$ cat src/rtl/clk_gate_ctrl.sv
// clk_gate_ctrl: per-channel idle-timeout clock gating with latch ICGs and gated-cycle counters
module clk_gate_ctrl #(
  parameter int NUM_CH      = 4,
  parameter int IDLE_CYCLES = 8,
  parameter int CNT_W       = 16
) (
  input  logic                    clk,
  input  logic                    reset,
  input  logic                    test_en,
  input  logic [NUM_CH-1:0]       ch_en,
  input  logic [NUM_CH-1:0]       busy,
  input  logic                    cnt_clr,
  output logic [NUM_CH-1:0]       gated_clk,
  output logic [NUM_CH-1:0]       ch_on,
  output logic [NUM_CH*CNT_W-1:0] gated_cnt
);
  localparam int IW = $clog2(IDLE_CYCLES + 1);
  localparam logic [IW-1:0] LAST = IW'(IDLE_CYCLES - 1);
  typedef enum logic {ACTIVE, GATED} state_t;
  for (genvar i = 0; i < NUM_CH; i++) begin : g_ch
    state_t state_q, state_d;
    logic [IW-1:0] idle_q, idle_d;
    logic [CNT_W-1:0] cnt_q;
    logic en_raw, lat, on_q;
    assign en_raw = reset | test_en | (ch_en[i] & (busy[i] | state_q == ACTIVE));
    // Enable is captured while clk is low, so the high phase of gated_clk can never be cut short.
    always_latch if (!clk) lat <= en_raw;
    assign gated_clk[i] = clk & lat;
    assign ch_on[i] = on_q;
    assign gated_cnt[i*CNT_W +: CNT_W] = cnt_q;
    always_comb begin
      state_d = !ch_en[i] ? GATED :
                state_q == GATED ? (busy[i] ? ACTIVE : GATED) :
                (!busy[i] && idle_q == LAST) ? GATED : ACTIVE;
      idle_d = (ch_en[i] && state_q == ACTIVE && !busy[i] && idle_q != LAST) ? idle_q + 1'b1 : '0;
    end
    always_ff @(posedge clk)
      if (reset) begin
        state_q <= ACTIVE;
        idle_q  <= '0;
        on_q    <= 1'b1;
        cnt_q   <= '0;
      end else begin
        state_q <= state_d;
        idle_q  <= idle_d;
        on_q    <= state_d == ACTIVE;
        cnt_q   <= cnt_clr ? '0 : (!lat && cnt_q != '1) ? cnt_q + 1'b1 : cnt_q;
      end
  end
endmodule

$ cat config.mk
export PLATFORM = sky130hd
export DESIGN_NAME = clk_gate_ctrl
export DESIGN_NICKNAME = d
export VERILOG_FILES = /design/src/rtl/clk_gate_ctrl.sv
export SDC_FILE = /design/constraint.sdc
export NUM_CORES = 1
export LEC_CHECK = 0
export CAP_MARGIN = 40
export CORE_MARGIN = 5
export CORE_UTILIZATION = 50
export CTS_CLUSTER_SIZE = 20
export DETAILED_ROUTE_END_ITERATION = 16
export DONT_BUFFER_PORTS = 1
export PLACE_DENSITY = 0.62
export SYNTH_ARGS = -nofsm -noshare
export SYNTH_HDL_FRONTEND = slang
export SYNTH_SLANG_ARGS = --single-unit
$ cat constraint.sdc
create_clock -name clk -period 5.05 [get_ports clk]
set_input_delay 0.505 -clock clk [delete_from_list [all_inputs] [get_ports clk]]
set_output_delay 0.505 -clock clk [all_outputs]
set_load 0.01 [all_outputs]
==> results.sh <==
export IMPL_fin_ws_ns=0.8036
export IMPL_critPathKind="latch2out"
export IMPL_synth_cells=502
export IMPL_grt_pass1_vias=3546
export IMPL_dp_hpwl_um=6989
export IMPL_cp_max_fo=9
export IMPL_cts_hold_buf=0
export IMPL_synthMuxAreaShare_pct=1.412
export IMPL_cap_violations=0
export IMPL_grt_pass1_wl_um=16620
export IMPL_slew_headroom_pct=40.54
export IMPL_synth_area_sq_um=4253
export IMPL_antenna_found_initial=0
export IMPL_drt_iter0_markers=187
export IMPL_power_mw=1.405
export IMPL_cp_cell_sequence="and2_1"
export IMPL_postCtsSetupBuffers=0
export IMPL_dieWidth_um=102.2
export IMPL_synth_compound_area_share_pct=18.95
export IMPL_p_leak_nw=1.465
export IMPL_finalMaxSlewViolations=0
export IMPL_synthArstFlopShare_pct=0
export IMPL_rsz0062_at_grt="false"
export IMPL_wl_um=9912
export IMPL_synthDominantCellAreaShare_pct=41.42
export IMPL_synth_nets=522
export IMPL_initial_core_util_pct=51.50
export IMPL_met1_usage_pct=25.51
export IMPL_cts_resized=0
export IMPL_cpMaxStageDelayCell="dlxtn_1"
export IMPL_ir_drop_mv=0.1363
export IMPL_drc_errors=0
export IMPL_grt_max_degree=36
export IMPL_drive_gt1_share_pct=6.863
export IMPL_grt_busiest_layer="met2"
export IMPL_power_per_cell_area_nw_per_um2=305.5
export IMPL_skew_ns=0.01126
export IMPL_rr_worst_depth=4
export IMPL_worst_path_buf_inv=0
export IMPL_combPwrFrac_pct=2.4
export IMPL_cp_required_ns=4.55
export IMPL_hold_class="in2reg"
export IMPL_yosysWarnings=0
export IMPL_wire_per_inst_um=16.12
export IMPL_intPower_mw=1.054
export IMPL_critPathTopFamily="latches"
export IMPL_area_growth_syn_to_layout_pct=8.179
export IMPL_hold_end="g_ch[1].state_q"
export IMPL_fill_cells=785
export IMPL_grt_met3_usage_pct=6.143
export IMPL_num_vias=3798
export IMPL_synth_edf_count=0
export IMPL_outcome="finished clean"
export IMPL_avgViaCountPerCell=6.176
export IMPL_clk_insertion_delay_late_ns=0.45
export IMPL_avgSynthCellArea_sq_um=8.472
export IMPL_synth_area_leaders="dfxtp_1 (41%), a21oi_1 (4.0%), o21ai_0 (3.9%), nor2_1 (3.8%), nand3_1 (3.3%)"
export IMPL_switchingPower_mw=0.3511
export IMPL_critPathLaunchType="latch"
export IMPL_design_die_area_sq_um=10450
export IMPL_hold_path_depth=1
export IMPL_row_count=33
export IMPL_grt_use_total_pct=19.73
export IMPL_power_frac_seq_pct=52.1
export IMPL_worst_r2r_endpoint="g_ch[0].cnt_q[15]"
export IMPL_cp_data_arrival_time_ns=3.74
export IMPL_synth_top_area_cell="dfxtp_1"
export IMPL_use_met2_pct=29.54
export IMPL_cts_tree="yes"
export IMPL_worstHoldStart="reset"
export IMPL_r2r_start="g_ch[0].lat"
export IMPL_synthFlopType="dfxtp_1"
export IMPL_pre_cts_ws_ns=0.8366
export IMPL_synth_xor_area_share_pct=2.677
export IMPL_first_pass_iters=4
export IMPL_globalplace_congestion=0.8793
export IMPL_nets=524
export IMPL_synth_simple_gate_area_share_pct=28.24
export IMPL_core_area_sq_um=8258
export IMPL_synth_top_family_by_area="simple AND/OR/NAND/NOR gates"
export IMPL_yosysUniqueCellTypes=50
export IMPL_die_height_um=102.2
export IMPL_setup_tns_ns=0
export IMPL_worstMarginPinSlew_ns=0.8838
export IMPL_clkTransAtPathRegs_ns=0.09
export IMPL_grt_ovfl_total=0
export IMPL_synthAdderAreaFrac_pct=2.354
export IMPL_portBuffers=0
export IMPL_r2r_slack_ns=0.81
export IMPL_power_frac_clock_pct=45.6
export IMPL_setup_viol=0
export IMPL_ys_seq_elements=92
export IMPL_n_antenna_cell=0
export IMPL_ioPinCount=84
export IMPL_antenna_left=0
export IMPL_cp_slowest_stage_delay_ns=0.54
export IMPL_finalHoldViolations=0
export IMPL_sw_frac_of_total_pct=24.99
export IMPL_end_kind="output pin"
==> placed cells by master (no fill, tap or decap), types with 12 or more instances in the layout <==
cell type  instances
xnor2_1           12
or4_1             12
or3_1             17
o21ai_0           33
a21oi_1           34
clkbuf_8          13
inv_1             20
nand4_1           16
nand3_1           28
nor3_1            15
nor2_1            42
dfxtp_1           88
a31oi_1           12
nand2_1           36
==> cells in the mapped netlist, types with 6 or more instances <==
master,count
nand2_1,36
o21ai_0,33
nor4_1,10
or2_2,6
nor3_1,15
xnor2_1,12
clkbuf_1,11
ha_1,8
nand3_1,28
o31ai_1,11
or3_1,17
nand4_1,16
nor2_1,43
dfxtp_1,88
inv_1,20
mux2i_1,6
o41ai_1,9
a31oi_1,12
or4_1,12
a21oi_1,34
and4_1,9
==> state kept, by name (all words and copies together) (netlist names) <==
name and flops:
g_ch.state_q 4, g_ch.idle_q 16, g_ch.lat 4, g_ch.cnt_q 64, g_ch.on_q 4
==> cell type report <==
type | instances | area, sq um | area share (%)
Multi-Input combinational cell | 374 | 2283 | 49.63
Sequential cell | 92 | 1822 | 39.60
Clock buffer | 14 | 182.7 | 3.971
Inverter | 20 | 75.07 | 1.632
Timing Repair Buffer | 3 | 31.28 | 0.6799
Clock inverter | 7 | 75.07 | 1.632
Tap cell | 105 | 131.4 | 2.856
==> power by group through the flow <==
stage                     Combinational, mW  Sequential (mW)  Clock [mW]
after floorplan                      0.0304            0.745      0.0370
after global placement               0.0313            0.748      0.0370
after detailed placement             0.0337            0.749      0.0370
after CTS                            0.0336            0.732       0.675
after global routing                 0.0383            0.733       0.702
final                                0.0332            0.732       0.641
==> metrics by stage <==
stage                     hold slack, ns  instances  util, %  cell area (sq um)
after floorplan                   0.4175        502        -               4253
after global placement            0.4298        592    52.30               4319
after detailed placement          0.4372        594    52.59               4343
after CTS                        0.08239        615    55.71               4601
after global routing             0.07588        615    55.71               4601
final                             0.1115        615    55.71               4601
==> logic make-up after synthesis <==
group,Yosys count
mux,6
flops,88
compound gates,128
fa+ha+maj,8
xor+xnor,13
simple gates,219
latches,4
buf+inv,36
==> layer usage <==
metal  up-vias  share of wire (%)
met5         -                  0
met4         0                2.3
met3        27                6.7
met2       110                 45
met1      1758                 46
li1       1903                  -
==> how the worst max path moves through the flow <==
stage | from | end | slack, ns | cells after the start
after floorplan | g_ch[0].lat | g_ch[0].cnt_q[15] | 1.0 | 4
after CTS | g_ch[3].lat | gated_clk[3] | 0.76 | 1
final | g_ch[3].lat | gated_clk[3] | 0.80 | 1
after global placement | g_ch[2].lat | g_ch[2].cnt_q[15] | 0.89 | 4
after detailed placement | g_ch[2].lat | g_ch[2].cnt_q[15] | 0.84 | 4
after global routing | g_ch[2].lat | g_ch[2].cnt_q[15] | 0.69 | 4
==> worst register-to-register path, stage by stage, from the launching register on <==
cell	delay, ns
dlxtn_1	0.31
nand3b_1	0.28
or4_4	0.50
or4_1	0.42
a21oi_1	0.15
No activity file was read; power rests on OpenSTA's default activity.
